===== src/rtl/fp_mul_pkg.sv =====
// Format constants, FSM state type and operand classification helpers
// shared by the fp_mul multiplier and its mantissa datapath.
package fp_mul_pkg;

    localparam int EXP_W    = 8;
    localparam int MAN_W    = 23;
    localparam int EXP_BIAS = 127;

    localparam logic [31:0] QNAN = 32'h7FC0_0000;

    typedef enum logic [1:0] {
        LOAD,
        MUL,
        NORM,
        DONE
    } state_t;

    // Zero after flushing: any operand with a zero exponent (zero or denormal).
    function automatic logic is_zero(input logic [EXP_W-1:0] e);
        return e == '0;
    endfunction

    function automatic logic is_inf(input logic [EXP_W-1:0] e, input logic [MAN_W-1:0] f);
        return (e == '1) && (f == '0);
    endfunction

    function automatic logic is_nan(input logic [EXP_W-1:0] e, input logic [MAN_W-1:0] f);
        return (e == '1) && (f != '0);
    endfunction

endpackage


===== src/rtl/fp_mul_mant_seq.sv =====
// 24x24 shift-add mantissa multiplier, one partial product per cycle.
// start clears the accumulator and restarts the bit counter; done is high
// during the cycle that adds the last partial product. Only the upper
// 25 bits of the 48-bit product leave the block, since the result is truncated.
module fp_mul_mant_seq
    import fp_mul_pkg::*;
(
    input  logic             clk,
    input  logic             rst,
    input  logic             start,
    input  logic [MAN_W:0]   ma,
    input  logic [MAN_W:0]   mb,
    output logic [MAN_W+1:0] prod_hi,
    output logic             done
);

    logic [2*MAN_W+1:0] acc;
    logic [4:0]         cnt;
    logic               busy;

    // Accumulate ma<<i for every set bit i of mb, LSB first.
    always_ff @(posedge clk) begin
        if (rst) begin
            acc  <= '0;
            cnt  <= '0;
            busy <= 1'b0;
        end else if (start) begin
            acc  <= '0;
            cnt  <= '0;
            busy <= 1'b1;
        end else if (busy) begin
            if (mb[cnt]) begin
                acc <= acc + ({{(MAN_W+1){1'b0}}, ma} << cnt);
            end
            if (cnt == 5'd23) begin
                busy <= 1'b0;
            end
            cnt <= cnt + 5'd1;
        end
    end

    assign done    = busy && (cnt == 5'd23);
    assign prod_hi = acc[2*MAN_W+1:MAN_W];

endmodule


===== src/rtl/fp_mul.sv =====
// Free-running sequential binary32 multiplier: c_out = a_s * b_s, truncated.
// Optional build macro FP_MUL_UNDERFLOW_EN adds an 'underflow' flag output.
//
//   state | meaning
//   ------+---------------------------------------------------------------
//   LOAD  | latch operands, sign, biased exponent sum; clear accumulator
//   MUL   | 24 shift-add steps; operand change aborts back to LOAD
//   NORM  | normalise, truncate, resolve special cases into result regs
//   DONE  | publish result and flags on c_out/overflow, then reload
module fp_mul
    import fp_mul_pkg::*;
(
    input  logic        clk,
    input  logic        rst,
    input  logic [31:0] a_s,
    input  logic [31:0] b_s,
    output logic [31:0] c_out,
    output logic        overflow
`ifdef FP_MUL_UNDERFLOW_EN
    ,
    output logic        underflow
`endif
);

    state_t              state, state_nxt;
    logic [31:0]         a_r, b_r;
    logic                sign_r;
    logic signed [9:0]   exp_sum_r;
    logic [31:0]         res_r, res_nxt;
    logic                ovf_r, ovf_nxt;
    logic [MAN_W:0]      ma, mb;
    logic [MAN_W+1:0]    prod_hi;
    logic                mant_done;
    logic                changed;
    logic signed [9:0]   exp_fin;
    logic [MAN_W-1:0]    frac;
    logic                nan_case, inf_case, zero_case;
`ifdef FP_MUL_UNDERFLOW_EN
    logic                unf_r, unf_nxt;
`endif

    assign ma      = is_zero(a_r[30:23]) ? '0 : {1'b1, a_r[MAN_W-1:0]};
    assign mb      = is_zero(b_r[30:23]) ? '0 : {1'b1, b_r[MAN_W-1:0]};
    assign changed = (a_s != a_r) || (b_s != b_r);

    fp_mul_mant_seq u_mant (
        .clk     (clk),
        .rst     (rst),
        .start   (state == LOAD),
        .ma      (ma),
        .mb      (mb),
        .prod_hi (prod_hi),
        .done    (mant_done)
    );

    // State register.
    always_ff @(posedge clk) begin
        if (rst) state <= LOAD;
        else     state <= state_nxt;
    end

    // Next state: fixed LOAD/MUL/NORM/DONE loop, aborting when operands move.
    always_comb begin
        state_nxt = state;
        case (state)
            LOAD:    state_nxt = MUL;
            MUL:     if (changed) state_nxt = LOAD;
                     else if (mant_done) state_nxt = NORM;
            NORM:    state_nxt = changed ? LOAD : DONE;
            DONE:    state_nxt = LOAD;
            default: state_nxt = LOAD;
        endcase
    end

    // Normalisation, truncation and special-case priority.
    always_comb begin
        exp_fin   = exp_sum_r + $signed({9'b0, prod_hi[MAN_W+1]});
        frac      = prod_hi[MAN_W+1] ? prod_hi[MAN_W:1] : prod_hi[MAN_W-1:0];
        nan_case  = is_nan(a_r[30:23], a_r[MAN_W-1:0]) || is_nan(b_r[30:23], b_r[MAN_W-1:0])
                 || (is_inf(a_r[30:23], a_r[MAN_W-1:0]) && is_zero(b_r[30:23]))
                 || (is_inf(b_r[30:23], b_r[MAN_W-1:0]) && is_zero(a_r[30:23]));
        inf_case  = is_inf(a_r[30:23], a_r[MAN_W-1:0]) || is_inf(b_r[30:23], b_r[MAN_W-1:0]);
        zero_case = is_zero(a_r[30:23]) || is_zero(b_r[30:23]);
        res_nxt   = {sign_r, exp_fin[EXP_W-1:0], frac};
        ovf_nxt   = 1'b0;
`ifdef FP_MUL_UNDERFLOW_EN
        unf_nxt   = 1'b0;
`endif
        if (nan_case) begin
            res_nxt = QNAN;
        end else if (inf_case) begin
            res_nxt = {sign_r, {EXP_W{1'b1}}, {MAN_W{1'b0}}};
        end else if (zero_case) begin
            res_nxt = {sign_r, 31'h0};
        end else if (exp_fin >= 10'sd255) begin
            res_nxt = {sign_r, {EXP_W{1'b1}}, {MAN_W{1'b0}}};
            ovf_nxt = 1'b1;
        end else if (exp_fin <= 10'sd0) begin
            res_nxt = {sign_r, 31'h0};
`ifdef FP_MUL_UNDERFLOW_EN
            unf_nxt = 1'b1;
`endif
        end
    end

    // Operand latch in LOAD, result capture in NORM, publish in DONE.
    always_ff @(posedge clk) begin
        if (rst) begin
            a_r       <= '0;
            b_r       <= '0;
            sign_r    <= 1'b0;
            exp_sum_r <= '0;
            res_r     <= '0;
            ovf_r     <= 1'b0;
            c_out     <= '0;
            overflow  <= 1'b0;
`ifdef FP_MUL_UNDERFLOW_EN
            unf_r     <= 1'b0;
            underflow <= 1'b0;
`endif
        end else begin
            case (state)
                LOAD: begin
                    a_r       <= a_s;
                    b_r       <= b_s;
                    sign_r    <= a_s[31] ^ b_s[31];
                    exp_sum_r <= $signed({2'b00, a_s[30:23]} + {2'b00, b_s[30:23]} - 10'(EXP_BIAS));
                end
                NORM: begin
                    res_r <= res_nxt;
                    ovf_r <= ovf_nxt;
`ifdef FP_MUL_UNDERFLOW_EN
                    unf_r <= unf_nxt;
`endif
                end
                DONE: begin
                    c_out    <= res_r;
                    overflow <= ovf_r;
`ifdef FP_MUL_UNDERFLOW_EN
                    underflow <= unf_r;
`endif
                end
                default: ;
            endcase
        end
    end

endmodule


===== config.mk =====
export PLATFORM = sky130hd
export DESIGN_NAME = fp_mul
export DESIGN_NICKNAME = d
export VERILOG_FILES = /design/src/rtl/fp_mul_pkg.sv /design/src/rtl/fp_mul_mant_seq.sv /design/src/rtl/fp_mul.sv
export SDC_FILE = /design/constraint.sdc
export NUM_CORES = 1
export LEC_CHECK = 0
export BUFFER_PORTS_ARGS = -buffer_cell sky130_fd_sc_hd__clkbuf_2
export CAP_MARGIN = 10
export CORE_UTILIZATION = 25
export CTS_CLUSTER_SIZE = 24
export DETAILED_ROUTE_END_ITERATION = 8
export PLACE_DENSITY_LB_ADDON = 0.25
export SYNTH_ARGS = -nofsm -noshare
export SYNTH_HDL_FRONTEND = slang
export SYNTH_HIERARCHICAL = 1
export SYNTH_SLANG_ARGS = --single-unit
export TNS_END_PERCENT = 50

===== constraint.sdc =====
create_clock -name clk -period 8.45 [get_ports clk]
set_input_delay 0.845 -clock clk [delete_from_list [all_inputs] [get_ports clk]]
set_output_delay 0.845 -clock clk [all_outputs]
set_load 0.1 [all_outputs]

; Yosys cells after proc, flatten, opt, wreduce, memory -nomap -nowiden
; Index checks and enable logic that the tools add are counted.
[classes]
addsub = 5
order_cmp = 3
eq_ne = 9
shifts = 1
mux = 21
bitwise = 1
n_reduce_logical = 22
[op_table]
columns = cell, count
row1 = $mux W31, 4
row2 = $ne A32 B32 Y1, 2
row3 = $add A48 B48 Y48, 1
row4 = $mux W24, 2
row5 = $shl A24 B5 Y48, 1
row6 = $logic_not A23 Y1, 2
row7 = $reduce_bool A23 Y1, 2
row8 = $mux W32, 1
row9 = $mux W23, 1
row10 = $eq A8 B8 Y1 const B, 2
row11 = $logic_not A8 Y1, 2
row12 = $add A10 B2 Y10, 1
row13 = $ge A10 B9 Y1 const B, 1
row14 = $le A10 B1 Y1 const B, 1
row15 = $sub A9 B7 Y10 const B, 1
row16 = $add A8 B8 Y9, 1
row17 = $mux W1, 8
row18 = $pmux W2 S4, 1
row19 = $logic_and A1 B1 Y1, 7
row20 = $logic_or A1 B1 Y1, 6
row21 = $lt A5 B6 Y1 const B, 1
row22 = $mux W2, 3
row23 = $add A5 B1 Y5 const B, 1
row24 = $bmux W1 S5, 1
row25 = other kinds (8), 9
[totals]
register_bits = 197
in_bits = 66
output_inout_bits = 33
word_cells = 74

; Depth between registers and ports, before layout
; Gate-level depths: netlist of run 1.
[logic_depth]
word_depth = 7
ltp_mapped = 25
depth_no_buf = 23

; Modules after synthesis
; The synthesis of run 1 kept the hierarchy.
[by_module_without_submodules]
columns = mod, instances, cells_each, area_each_um2, seq_area_each_um2
row1 = fp_mul, 1, 900, 7148.1, 2862.7
row2 = fp_mul_mant_seq, 1, 866, 6431.2, 1081.0

; Worst setup path before layout of run 1
; No wires, ideal clock.
[synth_timing]
path_kind = register to register
from = register a_r[23]
to = register u_mant.acc[39]
setup_ps = 76
arrival_ps = 4278
t_required_ps = 8374
path_slack_ps = 4097
path_stages_with_launch = 21
n_path_buf = 2
period_less_slack_ps = 4353
path_cell_list = dfxtp_1 > nor4_1 > and2_1 > inv_1 > clkbuf_1 > and2_1 > mux4_2 > nand2_1 > o21ai_0 > o21ai_0 > o22ai_1 > ha_1 > buf_2 > nand2_1 > nor3_1 > nor4b_1 > a21oi_1 > o31a_1 > nor3_1 > mux2_2 > o22ai_1
[synth_between]
elab_chain_cells = 4
[synth_rtl]
columns = element, line_no
row1 = "start, declared", fp_mul.sv:26  ; logic [31:0] a_r, b_r;
row2 = "start signal, assigned", fp_mul.sv:124  ; a_r <= a_s;
row3 = $logic_not A8 Y1, fp_mul_pkg.sv:20  ; return e == '0;
row4 = $mux W24, fp_mul.sv:42  ; assign ma = is_zero(a_r[30:23]) ? '0 : {1'b1, a_r[MAN_W-1:0]};
row5 = via ma[9], fp_mul.sv:31  ; logic [MAN_W:0] ma, mb;
row6 = $shl A24 B5 Y48, fp_mul_mant_seq.sv:33  ; acc <= acc + ({{(MAN_W+1){1'b0}}, ma} << cnt);
row7 = $add A48 B48 Y48, fp_mul_mant_seq.sv:33
row8 = "end signal, assigned", fp_mul_mant_seq.sv:33
row9 = "end, declared", fp_mul_mant_seq.sv:17  ; logic [2*MAN_W+1:0] acc;
; The timed path passes the listed nets, and every way through them passes these cells.
; A chain may end at the register's enable or synchronous reset.

; Worst setup path after layout of run 1
[layout_timing]
from = register a_r[27]
to = register u_mant.acc[39]
; Same word-level chain as after synthesis.

==> impl_metrics.py, run 1 <==
metrics = {
    "sta": {
        "clock_skew_ns": 0.01325,
        "part_of_the_cycle_the_worst_path_needs": 0.6546,
        "final_period_minus_worst_setup_slack_ns": 5.532,
        "final-max-slew-violation-count": 0,
        "setup_total_negative_slack_ns": 0,
        "final_hold_viol_count": 0,
        "max_slew_margin": 0.2363,
        "fin_worst_hold_slack_ns": 0.4505,
        "timing.final.setup_violations": 0,
        "unrepaired_setup_endpoints_after_global_routing": "false",
        "clock.fmax_mhz": 180.8,
        "tightestPinTransition_ns": 1.143,
    },
    "power_and_ir_drop": {
        "powerDensity_nw_per_um2": 147.6,
        "max-vdd-ir-drop_mv": 0.1168,
        "power.static_leakage_nw": 5.480,
    },
    "hold_path": {
        "worst_hold_path.num_cells": 2,
        "timing.hold.worst.class": "reg -> reg",
    },
    "setup_path": {
        "cp.arrival_ns": 5.91,
        "startpoint_type": "flop",
        "cp.required_ns": 8.83,
        "critPathMaxFanout": 31,
        "crit_end_category": "flop",
        "r2r_worst_path_depth": 18,
        "path_class": "reg -> reg",
    },
    "synth": {
        "most_area_consuming_cells_after_synthesis": "sky130_fd_sc_hd__dfxtp_1, sky130_fd_sc_hd__nand2_1, sky130_fd_sc_hd__a21oi_1",
        "synth-seq-area-share": 0.2904,
        "synth-seq-cells": 197,
        "synth-edff-count": 0,
        "synthCells": 1766,
        "synth.distinct_cells": 79,
        "synth_nets": 1899,
        "async_reset_ff_frac": 0,
        "synth.cells.most_frequent": "sky130_fd_sc_hd__nand2_1, sky130_fd_sc_hd__a21oi_1, sky130_fd_sc_hd__dfxtp_1",
        "yosys.area.top_type": "sky130_fd_sc_hd__dfxtp_1",
        "yosysWarnings": 6,
        "yosysMostFrequentCell": "sky130_fd_sc_hd__nand2_1",
        "synth_top_cell_area_share": 0.2904,
        "ys.flop_type": "sky130_fd_sc_hd__dfxtp_1",
        "syn_area_um2": 13580,
        "synth_area_per_cell_um2": 7.689,
    },
    "grt": {
        "use_met3": 0.02303,
        "global_route.peak_usage_layer": "met2",
        "grt_max_degree": 82,
        "grt_antenna_before_repair": 0,
        "grt_pass1_vias": 11484,
        "grt_overflow_total": 0,
        "grt_pass1_wl_mm": 64.63,
        "grt.total_usage": 0.1459,
        "grt.met1_usage": 0.2028,
        "grt.met2_usage": 0.2346,
    },
    "clocking": {
        "cts.sinks": 197,
        "clk_tree_root_cell": "sky130_fd_sc_hd__clkbuf_16",
        "cts_buffer_depth": 2,
        "cts_made_buffers": 17,
        "path_clk_slew_ns": 0.08,
        "post_cts_buffers": 0,
        "cts_hold_repair.buffers": 0,
        "clk_latency_ns": 0.46,
        "cts_repair_resize_count": 0,
        "ctsHtreeMaxLevel": 4,
        "cts_tree": "built",
    },
    "die": {
        "fp.dieArea_um2": 55250,
        "number_of_primary_i_o_pins": 99,
        "placementRows": 85,
        "fp.coreArea_um2": 53710,
        "floorplan.die.height_um": 235.1,
        "initial_core_util": 0.2528,
        "die_w_um": 235.1,
    },
    "drt": {
        "remaining_drc_errors": 0,
        "num_vias": 12149,
        "wl_mm": 40.72,
        "detail_route.first_pass.iterations": 5,
        "dr.first_iter.drc_count": 768,
        "drt-vias-per-instance": 4.925,
        "detail_route.wl_per_cell_um": 16.50,
        "antenna_violating_nets_post_route": 0,
    },
    "layout": {
        "final.fill_count": 5885,
        "flow.area_growth_from_synthesis_pct": 10.43,
        "finalNonFillerCells": 2467,
        "final_net_count": 1891,
        "post_route_cells_drive_above_1_share": 0.1129,
        "antenna_diode_count": 0,
    },
    "status": {
        "run_status": "complete, no violations",
    },
    "place": {
        "globalplace.congestion": 0.8629,
        "port-buffer-count": 98,
        "place_hpwl_mm": 31.08,
        "placedCellCount": 2434,
    },
    "job": {
        "max_cap_violations": 0,
    },
}
[layout by cell type, fill, tap and decap left out, types with 38 or more instances in the layout]
cell type,netlist,layout
sky130_fd_sc_hd__a21oi_1,201,201
sky130_fd_sc_hd__mux2i_1,66,66
sky130_fd_sc_hd__o21ai_0,70,70
sky130_fd_sc_hd__dfxtp_1,197,195
sky130_fd_sc_hd__clkbuf_2,1,97
sky130_fd_sc_hd__nand2_1,321,321
sky130_fd_sc_hd__nor2_1,127,127
sky130_fd_sc_hd__nand4_1,38,38
sky130_fd_sc_hd__and2_1,58,58
sky130_fd_sc_hd__ha_1,65,65
sky130_fd_sc_hd__xnor2_1,94,94
[worst max-delay path, stage by stage (launching register included)]
cell and delay (ns):
sky130_fd_sc_hd__dfxtp_1 0.35, sky130_fd_sc_hd__nor4_1 0.30, sky130_fd_sc_hd__and2_1 0.19, sky130_fd_sc_hd__inv_1 0.32
sky130_fd_sc_hd__and2_1 0.32, sky130_fd_sc_hd__mux2_2 0.27, sky130_fd_sc_hd__o21ai_0 0.29, sky130_fd_sc_hd__o21ai_0 0.16
sky130_fd_sc_hd__o21ai_0 0.36, sky130_fd_sc_hd__o22ai_1 0.16, sky130_fd_sc_hd__ha_1 0.47, sky130_fd_sc_hd__nand2_1 0.16
sky130_fd_sc_hd__nor3_1 0.45, sky130_fd_sc_hd__nor4b_1 0.34, sky130_fd_sc_hd__a21oi_1 0.19, sky130_fd_sc_hd__o31a_1 0.39
sky130_fd_sc_hd__nor3_1 0.22, sky130_fd_sc_hd__mux2_2 0.35, sky130_fd_sc_hd__o22ai_1 0.13
[layer usage]
metal  routed length, µm  share of wire
met1               20150           0.49
met2               18730           0.46
met3                1369          0.034
met4                 464          0.011
met5                   0              0
[power by group]
part           leakage (nW)  switching [mW]  internal [mW]
sequential             1.61          0.0453          0.956
clock                 0.299           0.406          0.464
combinational          3.58           0.205          0.138
total                  5.48           0.656           1.56
[state kept, by name, indices dropped and copies added (netlist names)]
name and flops:
u_mant/acc 48, overflow 1, res_r 32, b_r 32, u_mant/busy 1, state 2, a_r 32, c_out 32
ovf_r 1, u_mant/cnt 5, sign_r 1, exp_sum_r 10
[path summary, 6_finish.rpt]
kind             start              to  slack [ns]
max            a_r[27]  u_mant/acc[39]        2.92
min          res_r[17]       res_r[17]        0.45
max reg2reg    a_r[27]  u_mant/acc[39]        2.92
min reg2reg  res_r[17]       res_r[17]        0.45
[kinds of logic after synthesis]
group | synth area share
multiplexers | 0.08652
flip-flops | 0.2904
buffers and inverters | 0.06035
AO/OA/AOI/OAI | 0.1945
XOR/XNOR | 0.07224
AND/OR/NAND/NOR | 0.2331
adder cells (fa/ha/maj) | 0.06284
[stage by stage]
stage	total power, mW	cell area (µm²)	worst slack [ns]	utilization
6_report	2.213	15000	2.918	0.2792
5_1_grt	2.324	15000	2.426	0.2792
4_1_cts	2.241	14970	3.003	0.2787
3_5_place_dp	1.367	14360	3.036	0.2673
3_3_place_gp	1.363	14360	3.097	0.2673
2_1_floorplan	1.261	13580	4.097	-
[cell type report]
cell class | instances | area [µm²] | area share
Timing Repair Buffer | 110 | 600.6 | 0.04005
Inverter | 39 | 146.4 | 0.009762
Multi-Input combinational cell | 1393 | 8816 | 0.5879
Clock buffer | 20 | 456.7 | 0.03045
Clock inverter | 12 | 158.9 | 0.01060
Tap cell | 696 | 870.8 | 0.05807
Sequential cell | 197 | 3946 | 0.2632
(Power assumes the default switching activity.)
==> run 2, diff against run 1 <==
==> constraint.sdc (replaced) <==
create_clock -name clk -period 5.6 [get_ports clk]
set_input_delay 0.56 -clock clk [delete_from_list [all_inputs] [get_ports clk]]
set_output_delay 0.56 -clock clk [all_outputs]
set_load 0.1 [all_outputs]
==> run 2 against run 1 <==
Compared with the run above: die area stayed put; core utilization is 0.072 points higher; setup slack worse by 2.6 ns; critical endpoint unchanged; largest power group unchanged.
==> impl_metrics.py, run 2 (synthesis gave the netlist of run 1 again) <==
metrics = {
    "clocking": {
        "cts_hold_repair.buffers": 0,
        "path_clk_slew_ns": 0.08,
        "clk_latency_ns": 0.48,
        "clk_tree_root_cell": "sky130_fd_sc_hd__clkbuf_16",
        "cts.sinks": 197,
        "cts_tree": "built",
        "ctsHtreeMaxLevel": 4,
        "cts_buffer_depth": 2,
        "cts_made_buffers": 17,
    },
    "sta": {
        "setup_total_negative_slack_ns": 0,
        "tightestPinTransition_ns": 1.150,
        "final_hold_viol_count": 0,
        "unrepaired_setup_endpoints_after_global_routing": "true",
        "postLayoutSetupSlackWorst_ns": 0.3414,
        "final_period_minus_worst_setup_slack_ns": 5.259,
        "part_of_the_cycle_the_worst_path_needs": 0.9390,
        "final-max-slew-violation-count": 0,
        "clock_skew_ns": 0.01495,
        "timing.final.setup_violations": 0,
        "max_slew_margin": 0.2333,
        "fin_worst_hold_slack_ns": 0.3173,
        "clock.fmax_mhz": 190.2,
    },
    "layout": {
        "regArea_um2": 3946,
        "largest_register_ffs": 48,
        "multi_input_area_um2": 8842,
        "layout.cells.most_common": "sky130_fd_sc_hd__nand2_1",
        "post_route_cells_drive_above_1_share": 0.1202,
        "final.fill_count": 5843,
        "mostFrequentLayoutCells": "sky130_fd_sc_hd__nand2_1, sky130_fd_sc_hd__a21oi_1, sky130_fd_sc_hd__dfxtp_1",
        "largest-register": "u_mant/acc",
        "finalNonFillerCells": 2476,
        "flow.area_growth_from_synthesis_pct": 10.72,
        "antenna_diode_count": 0,
        "fin_util": 0.2799,
        "final_net_count": 1901,
        "final_area_um2": 15030,
    },
    "drt": {
        "remaining_drc_errors": 0,
        "detail_route.wl_per_cell_um": 17.09,
        "dr.first_iter.drc_count": 761,
        "drt-vias-per-instance": 5.006,
        "wl_mm": 42.31,
        "antenna_violating_nets_post_route": 0,
        "detail_route.first_pass.iterations": 7,
        "num_vias": 12395,
    },
    "place": {
        "globalplace.congestion": 0.8994,
        "placedCellCount": 2445,
        "port-buffer-count": 98,
        "place_hpwl_mm": 32.51,
        "postPlaceCellArea_um2": 14440,
        "pre_cts_slack_ns": 0.3811,
    },
    "power_and_ir_drop": {
        "power.static_leakage_nw": 5.506,
        "netSwitchingPower_mw": 1.021,
        "p_int_mw": 2.285,
        "power_frac_clock": 0.384,
        "seqPwrFrac": 0.457,
        "totalPowerFinal_mw": 3.306,
        "powerDensity_nw_per_um2": 219.9,
        "p_sw_frac": 0.3089,
        "max-vdd-ir-drop_mv": 0.1625,
        "pwr-share-comb": 0.159,
    },
    "setup_path": {
        "timing.rr.end": "u_mant/acc[39]",
        "crit_end_category": "flop",
        "cp.arrival_ns": 5.66,
        "cp.required_ns": 6.00,
        "critPathMaxFanout": 23,
        "r2r_worst_path_depth": 19,
        "startpoint_type": "flop",
        "reg2reg_from": "a_r[23]",
        "path_class": "reg -> reg",
        "register_to_register_setup_slack_ns": 0.34,
    },
    "die": {
        "fp.coreArea_um2": 53710,
        "placementRows": 85,
        "fp.dieArea_um2": 55250,
        "floorplan.die.height_um": 235.1,
        "initial_core_util": 0.2528,
        "number_of_primary_i_o_pins": 99,
        "die_w_um": 235.1,
    },
    "hold_path": {
        "worst_hold_path.num_cells": 3,
        "timing.hold.worst.class": "in -> reg",
        "timing.hold.worst_endpoint": "b_r[7]",
        "hold_path_startpoint": "b_s[7]",
    },
    "status": {
        "run_status": "complete, no violations",
    },
    "grt": {
        "grt_max_degree": 82,
        "grt_overflow_total": 0,
        "grt_pass1_wl_mm": 66.65,
        "grt.total_usage": 0.1518,
        "grt_pass1_vias": 11873,
        "grt_antenna_before_repair": 0,
    },
    "job": {
        "max_cap_violations": 0,
    },
}
run 2: worst max-delay path by stage:
stage                        from             end  cells past startpoint
after floorplan           a_r[23]  u_mant/acc[39]                     20
after global placement    a_r[23]  u_mant/acc[39]                     18
after detailed placement  a_r[23]  u_mant/acc[39]                     19
after CTS                 a_r[23]  u_mant/acc[39]                     19
after global routing      a_r[23]  u_mant/acc[39]                     19
final                     a_r[23]  u_mant/acc[39]                     19
run 2: layout make-up:
class | count | share of cell area
clock inverters | 12 | 0.009154
inverters | 39 | 0.009737
well taps | 696 | 0.05792
clock buffers | 19 | 0.02879
repair buffers | 120 | 0.04378
multi-input cells | 1393 | 0.5881
flip-flops and latches | 197 | 0.2625
run 2: power by group through the flow:
| stage | clock network, mW | logic (mW) | registers [mW] |
|---|---|---|---|
| 2_1_floorplan | 0 | 0.397 | 1.51 |
| 4_1_cts | 1.31 | 0.528 | 1.51 |
| 6_report | 1.27 | 0.527 | 1.51 |
| 3_3_place_gp | 0 | 0.524 | 1.54 |
| 5_1_grt | 1.37 | 0.582 | 1.52 |
| 3_5_place_dp | 0 | 0.526 | 1.54 |
run 2: critical path, stage by stage, from the launching register on:
cell                        delay, ns
sky130_fd_sc_hd__dfxtp_1         0.35
sky130_fd_sc_hd__nor4_1          0.33
sky130_fd_sc_hd__and2_1          0.22
sky130_fd_sc_hd__inv_1           0.22
sky130_fd_sc_hd__and2_1          0.27
sky130_fd_sc_hd__mux2_2          0.28
sky130_fd_sc_hd__o21ai_0         0.22
sky130_fd_sc_hd__a2bb2oi_1       0.31
sky130_fd_sc_hd__mux2i_1         0.20
sky130_fd_sc_hd__nor2_1          0.17
sky130_fd_sc_hd__a21oi_1         0.13
sky130_fd_sc_hd__ha_2            0.46
sky130_fd_sc_hd__and3_1          0.25
sky130_fd_sc_hd__nand4_1         0.21
sky130_fd_sc_hd__nor4b_1         0.31
sky130_fd_sc_hd__a21oi_1         0.19
sky130_fd_sc_hd__o31a_1          0.38
sky130_fd_sc_hd__nor3_1          0.22
sky130_fd_sc_hd__mux2_2          0.35
sky130_fd_sc_hd__o22ai_1         0.13
run 2: repair_timing:
action                                  CTS  global route
endpoints found under the setup margin    0             5
resized for setup                         0             7
buffers inserted                          0             0
run 2: metal layers:
metal | up-vias | wire length [µm] | track usage
met4 | 0 | 1032 | 0.05602
met3 | 60 | 1554 | 0.02491
met2 | 274 | 19270 | 0.2431
li1 | 6222 | - | -
met1 | 5839 | 20460 | 0.2040
met5 | - | 0 | 0
